==> config.mk <==
export PLATFORM = sky130hd
export DESIGN_NAME = reg_file_sb_flat
export DESIGN_NICKNAME = d
export VERILOG_FILES = /design/src/rtl/reg_file_sb_if.sv /design/src/rtl/reg_file_sb.sv /design/src/flat_wrapper.sv
export SDC_FILE = /design/constraint.sdc
export NUM_CORES = 2
export LEC_CHECK = 0
export BUFFER_PORTS_ARGS = -buffer_cell sky130_fd_sc_hd__clkbuf_2
export CAP_MARGIN = 20
export CORE_UTILIZATION = 25
export DETAILED_ROUTE_END_ITERATION = 8
export HOLD_SLACK_MARGIN = 0.15
export PLACE_DENSITY = 0.5
export SETUP_SLACK_MARGIN = 0.15
export SYNTH_ARGS = -nofsm -noshare
export SYNTH_HDL_FRONTEND = slang
export SYNTH_SLANG_ARGS = --single-unit
==> constraint.sdc <==
create_clock -name clk -period 13.6 [get_ports clk]
set_input_delay 0.68 -clock clk [delete_from_list [all_inputs] [get_ports clk]]
set_output_delay 0.68 -clock clk [all_outputs]
set_load 0.01 [all_outputs]
==> src/rtl/reg_file_sb_if.sv <==
// ---------------------------------------------------------------------------
// reg_file_sb_if
//   Bundle of the register-file operand, writeback, issue and status signals.
//   master : decode/hazard side (drives addresses, writeback, issue, flush)
//   slave  : the register file itself
//
//   RR1, RR2   read addresses            RD1, RD2   read data (combinational)
//   busy1/2    pending-write flags       WR, WD     writeback address/data
//   regwrite   writeback enable          iss_valid  issue strobe
//   iss_rd     issue destination         flush      clear all pending bits
//   pend_cnt   registered count of pending registers
// ---------------------------------------------------------------------------
interface reg_file_sb_if #(
    parameter int DATA_W = 32,
    parameter int ADDR_W = 5
);
    logic [ADDR_W-1:0] RR1;
    logic [ADDR_W-1:0] RR2;
    logic [DATA_W-1:0] RD1;
    logic [DATA_W-1:0] RD2;
    logic              busy1;
    logic              busy2;
    logic [ADDR_W-1:0] WR;
    logic [DATA_W-1:0] WD;
    logic              regwrite;
    logic              iss_valid;
    logic [ADDR_W-1:0] iss_rd;
    logic              flush;
    logic [ADDR_W:0]   pend_cnt;

    modport master (
        output RR1, RR2, WR, WD, regwrite, iss_valid, iss_rd, flush,
        input  RD1, RD2, busy1, busy2, pend_cnt
    );

    modport slave (
        input  RR1, RR2, WR, WD, regwrite, iss_valid, iss_rd, flush,
        output RD1, RD2, busy1, busy2, pend_cnt
    );
endinterface

==> src/rtl/reg_file_sb.sv <==
// ---------------------------------------------------------------------------
// reg_file_sb
//   CPU register file with same-cycle write-through bypass and a per-register
//   pending (scoreboard) bit, so hazard logic can stall on busy1/busy2.
//
//   clk   rising-edge clock
//   rst   synchronous active-high reset (clears data, pending bits, count)
//   bus   reg_file_sb_if.slave: two combinational read ports with busy flags,
//         one writeback port, one issue port, flush, registered pend_cnt.
//
//   ZERO_R0=1 makes register 0 a hard zero: reads 0, ignores writes and can
//   never become pending.
// ---------------------------------------------------------------------------
module reg_file_sb #(
    parameter int DATA_W  = 32,
    parameter int ADDR_W  = 5,
    parameter bit ZERO_R0 = 1'b1
) (
    input logic          clk,
    input logic          rst,
    reg_file_sb_if.slave bus
);
    localparam int DEPTH = 2 ** ADDR_W;

    logic [DATA_W-1:0] regs_reg [DEPTH];
    logic [DEPTH-1:0]  pending_reg;
    logic [DEPTH-1:0]  pending_next;
    logic [ADDR_W:0]   pend_cnt_reg;
    logic [ADDR_W:0]   pend_cnt_next;
    logic              wr_legal;

    // A write to the hard-zero register is dropped everywhere: no data update,
    // no bypass, no pending clear.
    assign wr_legal = bus.regwrite && ((bus.WR != '0) || !ZERO_R0);

    // Pending next state: an issue always leaves its register pending (even
    // alongside flush or a writeback to the same register, since a newer
    // producer now owns it); otherwise flush or a writeback clears it.
    for (genvar gi = 0; gi < DEPTH; gi++) begin : g_pend
        if (ZERO_R0 && (gi == 0)) begin : g_r0
            assign pending_next[gi] = 1'b0;
        end else begin : g_rn
            logic set_hit;
            logic clr_hit;
            assign set_hit = bus.iss_valid && (bus.iss_rd == ADDR_W'(gi));
            assign clr_hit = wr_legal && (bus.WR == ADDR_W'(gi));
            assign pending_next[gi] = set_hit | (~bus.flush & ~clr_hit & pending_reg[gi]);
        end
    end

    // Count is taken from the next state so the registered value always
    // matches the pending array right after each edge.
    always_comb begin
        pend_cnt_next = '0;
        for (int i = 0; i < DEPTH; i++) begin
            pend_cnt_next = pend_cnt_next + {{ADDR_W{1'b0}}, pending_next[i]};
        end
    end

    always_ff @(posedge clk) begin
        if (rst) begin
            pending_reg  <= '0;
            pend_cnt_reg <= '0;
        end else begin
            pending_reg  <= pending_next;
            pend_cnt_reg <= pend_cnt_next;
        end
    end

    // Data array needs a full clear on reset, so it maps to fabric registers
    // rather than a RAM primitive.
    always_ff @(posedge clk) begin
        if (rst) begin
            for (int i = 0; i < DEPTH; i++) begin
                regs_reg[i] <= '0;
            end
        end else if (wr_legal) begin
            regs_reg[bus.WR] <= bus.WD;
        end
    end

    // Read ports: hard zero, then same-cycle bypass, then stored value.
    // A writeback hitting the read address also releases busy this cycle,
    // matching the data the reader sees through the bypass.
    logic [ADDR_W-1:0] rr_addr [2];
    logic [DATA_W-1:0] rd_data [2];
    logic [1:0]        rd_busy;

    assign rr_addr[0] = bus.RR1;
    assign rr_addr[1] = bus.RR2;

    for (genvar gi = 0; gi < 2; gi++) begin : g_rd
        logic zero_hit;
        logic byp_hit;
        assign zero_hit    = ZERO_R0 && (rr_addr[gi] == '0);
        assign byp_hit     = wr_legal && (bus.WR == rr_addr[gi]);
        assign rd_data[gi] = zero_hit ? '0 : (byp_hit ? bus.WD : regs_reg[rr_addr[gi]]);
        assign rd_busy[gi] = ~zero_hit & pending_reg[rr_addr[gi]] & ~byp_hit;
    end

    assign bus.RD1      = rd_data[0];
    assign bus.RD2      = rd_data[1];
    assign bus.busy1    = rd_busy[0];
    assign bus.busy2    = rd_busy[1];
    assign bus.pend_cnt = pend_cnt_reg;
endmodule
==> src/flat_wrapper.sv <==
// flat-port wrapper written by rule: the top's interface ports become plain ports
module reg_file_sb_flat 
#(
    parameter int DATA_W  = 32,
    parameter int ADDR_W  = 5,
    parameter bit ZERO_R0 = 1'b1
)
  (clk, rst, bus_RR1, bus_RR2, bus_WR, bus_WD, bus_regwrite, bus_iss_valid, bus_iss_rd, bus_flush, bus_RD1, bus_RD2, bus_busy1, bus_busy2, bus_pend_cnt);
  reg_file_sb_if #(.DATA_W(DATA_W), .ADDR_W(ADDR_W)) bus_i ();
  input logic clk;
  input logic rst;
  input wire logic [$bits(bus_i.RR1)-1:0] bus_RR1;
  input wire logic [$bits(bus_i.RR2)-1:0] bus_RR2;
  input wire logic [$bits(bus_i.WR)-1:0] bus_WR;
  input wire logic [$bits(bus_i.WD)-1:0] bus_WD;
  input wire logic [$bits(bus_i.regwrite)-1:0] bus_regwrite;
  input wire logic [$bits(bus_i.iss_valid)-1:0] bus_iss_valid;
  input wire logic [$bits(bus_i.iss_rd)-1:0] bus_iss_rd;
  input wire logic [$bits(bus_i.flush)-1:0] bus_flush;
  output wire logic [$bits(bus_i.RD1)-1:0] bus_RD1;
  output wire logic [$bits(bus_i.RD2)-1:0] bus_RD2;
  output wire logic [$bits(bus_i.busy1)-1:0] bus_busy1;
  output wire logic [$bits(bus_i.busy2)-1:0] bus_busy2;
  output wire logic [$bits(bus_i.pend_cnt)-1:0] bus_pend_cnt;
  assign bus_i.RR1 = bus_RR1;
  assign bus_i.RR2 = bus_RR2;
  assign bus_i.WR = bus_WR;
  assign bus_i.WD = bus_WD;
  assign bus_i.regwrite = bus_regwrite;
  assign bus_i.iss_valid = bus_iss_valid;
  assign bus_i.iss_rd = bus_iss_rd;
  assign bus_i.flush = bus_flush;
  assign bus_RD1 = bus_i.RD1;
  assign bus_RD2 = bus_i.RD2;
  assign bus_busy1 = bus_i.busy1;
  assign bus_busy2 = bus_i.busy2;
  assign bus_pend_cnt = bus_i.pend_cnt;
  reg_file_sb #(.DATA_W(DATA_W), .ADDR_W(ADDR_W), .ZERO_R0(ZERO_R0)) u_core (.clk(clk), .rst(rst), .bus(bus_i));
endmodule
[After elaboration in Yosys (flattened, before gate mapping)]
Memory sizes are Yosys's and may differ from the RTL's.
Index checks and enable logic that the tools add are counted.
Operators by class
  $lt $le $gt $ge: 2
  equality and inequality tests: 64
  mux-type cells: 16
  bitwise operators: 133
  reduce and logical (&&, ||, !) cells: 69
  add/sub/neg operators: 30
Operators by type and width (number)
  $add A6 B1 Y6: 29
  $eq A5 B5 Y1 const B: 32
  $mux W32: 5
  $eq A5 B4 Y1 const B: 16
  $and A1 B1 Y1: 66
  $logic_and A1 B1 Y1: 65
  $eq A5 B3 Y1 const B: 8
  $not A1 Y1: 36
  $reduce_or A32 Y1: 1
  $or A1 B1 Y1: 31
  $eq A5 B2 Y1 const B: 4
  $lt A5 B6 Y1 const B: 2
  $bmux W1 S5: 2
  $eq A5 B1 Y1 const B: 2
  $eq A5 B5 Y1: 2
  $logic_not A5 Y1: 2
  $mux W1: 8
  $mux W5: 1
  $reduce_bool A5 Y1: 1
  $add A1 B1 Y2: 1
Word-level totals
  memories: 1
  bits of input ports: 57
  flip-flop bits (word level): 38
  word-level logic and storage cells: 318
  output and inout port bits: 72
  memory bits (writable): 1024
Memory list
  u_core.regs_reg: depth 32, bits a word 32, read ports 2, clocked after Yosys merged registers in 0, write ports 32, line reg_file_sb.sv:25  | logic [DATA_W-1:0] regs_reg [DEPTH];

[Logic depth before layout (Yosys ltp)]
  word-level depth: 37
  gate-level depth with buffers: 26
  gate-level depth less buffers: 24

[Worst setup path after synthesis]
OpenSTA, ideal clock, no wires.
  path type: input-to-reg
  start point: input bus_WR[2]
  end point: register u_core.pend_cnt_reg[4] (netlist: u_core.bus.pend_cnt[4])
  data required time: 13472 ps
  setup slack: 7572 ps
  library setup time: 128 ps
  buffers on the path: 2
  arrival: 5901 ps
  stages on the path: 25
  path through: buf_2 nand2b_1 clkbuf_1 nor3_1 nand2_1 a32o_1 ha_1 inv_1 fa_1 fa_1 fa_1 fa_1 inv_1 fa_1 inv_1 fa_1 inv_1 ha_1 inv_1 fa_1 inv_1 a21o_1 a21oi_1 xor2_1 nor2_1
Between the ends
  word-level cells in the longest chain between the ends: 37
  elaborated cells on any way between the ends: 218
  those cells by class: 30 x add/sub; 31 x eq/ne; 124 x bitwise; 33 x reduce/logical
Ends and longest elaborated chain
  start: declaration: line flat_wrapper.sv:14  | input wire logic [$bits(bus_i.WR)-1:0] bus_WR;
  $reduce_bool A5 Y1: line reg_file_sb.sv:34  | assign wr_legal = bus.regwrite && ((bus.WR != '0) || !ZERO_R0);
  $logic_and A1 B1 Y1: line reg_file_sb.sv:34
  $logic_and A1 B1 Y1 (*): line reg_file_sb.sv:46  | assign clr_hit = wr_legal && (bus.WR == ADDR_W'(gi));
  $not A1 Y1 (*): line reg_file_sb.sv:47  | assign pending_next[gi] = set_hit | (~bus.flush & ~clr_hit & pending_reg[gi]);
  $and A1 B1 Y1 (*) (2 in series): line reg_file_sb.sv:47
  $or A1 B1 Y1 (*): line reg_file_sb.sv:47
  via u_core.pending_next[1]: line reg_file_sb.sv:27  | logic [DEPTH-1:0] pending_next;
  $add A1 B1 Y2 (*): line reg_file_sb.sv:56  | pend_cnt_next = pend_cnt_next + {{ADDR_W{1'b0}}, pending_next[i]};
  $add A6 B1 Y6 (*) (29 in series): line reg_file_sb.sv:56
  end signal: assignment: line reg_file_sb.sv:66  | pend_cnt_reg <= pend_cnt_next;
  end: declaration: line reg_file_sb.sv:28  | logic [ADDR_W:0] pend_cnt_reg;
The timed path passes the listed nets; every way through them passes the cells marked *.
A chain may end at the register's enable or synchronous reset.

[Worst setup path after layout]
  start point: input bus_WR[2]
  end point: register u_core.pend_cnt_reg[4] (netlist: u_core.bus.pend_cnt[4])
Between the ends
  elaborated cells on any way between the ends: 218
  those cells by class: 30 x add/sub; 31 x eq/ne; 124 x bitwise; 33 x reduce/logical
RTL lines (line)
  $reduce_bool A5 Y1: reg_file_sb.sv:34
  $logic_and A1 B1 Y1: reg_file_sb.sv:34
  $logic_and A1 B1 Y1 (*): reg_file_sb.sv:46
  $not A1 Y1 (*): reg_file_sb.sv:47
  $and A1 B1 Y1 (*) (2 in series): reg_file_sb.sv:47
  $or A1 B1 Y1 (*): reg_file_sb.sv:47
  via u_core.pending_next[25]: reg_file_sb.sv:27
  $add A6 B1 Y6 (*) (7 in series): reg_file_sb.sv:56
Marks and branches as above.

==> summary.md <==
| Metric | Value |
|---|---|
| Post-synthesis cell count | `4024` |
| Most frequent cells in the layout | `edfxtp_1, and2_1, mux4_2` |
| Fmax | `0.165 GHz` |
| Final GP Congestion | `0.896` |
| Vias in the first global route | `36700` |
| Post-synthesis sequential area ratio | `54.4%` |
| Crit path capture type | `register` |
| CP Max Fanout | `18` |
| Final Hold Fails | `0` |
| Final min period | `6.04 ns` |
| DR WL/cell | `30.4 um` |
| CTS Buf Count | `111` |
| Post-synth top flop | `edfxtp_1` |
| Clock Path Buffers | `3` |
| Hold Path Stages | `4` |
| Synthesis Warnings | `0` |
| Setup Crit Path Kind | `in -> reg` |
| Critical path arrival | `6.64 ns` |
| TritonCTS clock tree | `yes` |
| Critical Path RT | `14.19 ns` |
| Reg clk slew, reported paths | `0.06 ns` |
| Status | `completed` |
| Post-DP HPWL | `127000 um` |
| Min-delay worst type | `in -> reg` |
| Later-pin clock latency in the skew report | `0.75 ns` |
| VDD IR max | `0.113 mV` |
| Post-CTS Resized | `0` |
| Die W | `483 um` |
| Worst Setup Start Kind | `input port` |
| R2R depth | `20` |
| Worst-Margin Slew | `1.23 ns` |
| Final net count | `4058` |
| Layout cells sized above 1 | `23.3%` |
| Leak | `22.3 nW` |
| Post-route DRC violation count | `0` |
| Flip-flop count of the largest register after layout | `1024` |
| Routed vias | `36300` |
| Total Wirelength | `216000 um` |
| # clock sinks | `1061` |
| Grt total ovfl | `0` |
| Max_cap viols | `0` |
| Worst slew margin | `17.5%` |
| Fraction of registers with async set/reset | `0%` |
| Mean post-synth cell area | `14.4 um2` |
| First-pass GRT wire length | `300000 um` |
| Port Buffer Count | `128` |
| Post-CTS Hold Buffers | `0` |
| Post-synth EDFFs | `1024` |
| Total power | `8.00 mW` |
| Final ANT Viol Nets | `0` |
| Clock skew | `0.0139 ns` |
| Yosys cell types | `54` |
| Power per Cell Area | `123 nW/um2` |
| Unrepaired setup endpoints after global routing | `false` |
| Most common cell after layout, fill and taps aside | `edfxtp_1` |
| Largest net degree at the start of global routing | `110` |
| Via density | `5.11` |
| CTS H-tree depth | `3` |
| Setup TNS | `0 ns` |
| Site Rows | `176` |
| Fin crit share | `44.4%` |
| Initial antenna violation count | `21` |
| Postcts setup bufs | `0` |
| Chip height | `483 um` |
| Tot GR Track Use | `18.1%` |
| DRT Pass-1 Iters | `5` |
| Setup-failing EPs final | `0` |
| Core Region | `230000 um2` |
| Post-synthesis register bit count | `1061` |
| Initial core utilization | `25.2%` |
| Post-Syn Area | `57900 um2` |
| Ports | `129` |
| Root buffer cell | `clkbuf_16` |
| P&R area growth vs syn | `12.8%` |
| Slew Limit Fails | `0` |
| Initial drt markers | `3668` |
| Full die area | `233000 um2` |
power by group:
group	total, mW	leakage [nW]	switching (mW)	internal, mW
logic	1.05	10.5	0.659	0.390
registers	3.85	10.1	0.0883	3.76
clock network	3.10	1.73	1.37	1.73
total	8.00	22.3	2.12	5.89
critical path: stages:
cell	delay [ns]
clkbuf_2	0.30
nand2b_1	0.42
nor2_1	0.33
nand2_1	0.18
a32o_1	0.36
fa_1	0.54
inv_1	0.06
fa_1	0.50
inv_1	0.05
fa_1	0.47
inv_1	0.05
fa_1	0.50
inv_1	0.05
fa_1	0.48
inv_1	0.05
fa_1	0.43
inv_1	0.07
ha_1	0.16
inv_1	0.06
fa_1	0.45
inv_1	0.08
a21o_1	0.11
a21oi_1	0.07
xor2_1	0.13
nor2_1	0.05
worst paths after layout:
check	start	to	slack, ns
worst max-delay path	bus_WR[2]	u_core.bus.pend_cnt[4]	7.56
worst min-delay path	bus_flush	u_core.pending_reg[31]	0.41
worst max register to register	u_core.pending_reg[1]	u_core.bus.pend_cnt[4]	8.36
worst min register to register	u_core.pending_reg[15]	u_core.pending_reg[15]	0.66
final cells by class:
type,instances,area (um2)
fillers,23000,165000
flip-flops and latches,1061,31500
multi-input cells,2543,24800
well taps,3026,3790
clock buffers,141,2930
repair buffers,220,1430
clock inverters,62,634
inverters,32,120
diodes,16,40.0
cell usage after synthesis, types with 3 or more instances:
cell type  count  area share (%)
xnor2_1       10            0.15
nand3b_1       3           0.039
nand3_1       10           0.087
o31ai_1       23            0.30
o21ai_0       31            0.27
nand2_1      154             1.0
nor2b_1       38            0.41
nor3_1        45            0.39
o221ai_1      23            0.35
buf_6          8            0.16
mux2_2        47            0.91
o22ai_1       36            0.39
nor2_1        65            0.42
a211oi_1      22            0.29
a22oi_1       86             1.1
a21oi_1       43            0.37
and2_1       998              11
mux4_2       452              18
nand2b_1      32            0.35
clkbuf_2       3           0.026
a22o_1        41            0.62
inv_1         32            0.21
dfxtp_1       37             1.3
a32oi_1       16            0.24
or2_2         10            0.11
buf_2        114            0.99
fa_1          23            0.80
edfxtp_1    1024              53
clkbuf_1     255             1.7
buf_4         23            0.30
mux2i_1      233             4.0
a32o_1        12            0.21
buf_1         15           0.097
o2111ai_1     27            0.41
ha_1           9            0.19
cell families (layout without fill, tap and decap cells):
group,Yosys count,after routing,share of synthesized area (%)
buffers and inverters,451,455,3.44
XOR/XNOR,12,12,0.182
other,1,48,0.00648
adder cells (fa/ha/maj),32,32,0.991
multiplexers,732,732,22.5
AND/OR/NAND/NOR,1369,1369,13.8
flip-flops,1061,1061,54.4
AO/OA/AOI/OAI,366,366,4.64
through the flow:
stage	area (um2)	util (%)	hold WS [ns]	setup slack, ns	instances
global route	65200	28.4	0.472	7.17	7095
CTS	65200	28.4	0.372	7.61	7084
detailed placement	61600	26.8	0.624	6.84	6881
global placement	61600	26.8	0.633	6.84	6881
floorplan	58000	-	0.549	7.57	4055
finish	65200	28.4	0.407	7.56	7101
metal layers:
| metal | track usage [%] | vias to the layer above | wire (um) |
|---|---|---|---|
| li1 | - | 15200 | - |
| met1 | 22.8 | 19200 | 87300 |
| met2 | 30.3 | 1519 | 104000 |
| met3 | 2.58 | 385 | 13200 |
| met4 | 9.32 | 0 | 11200 |
| met5 | 0 | - | 0 |
Note: power is estimated with default switching activity, not from simulation.
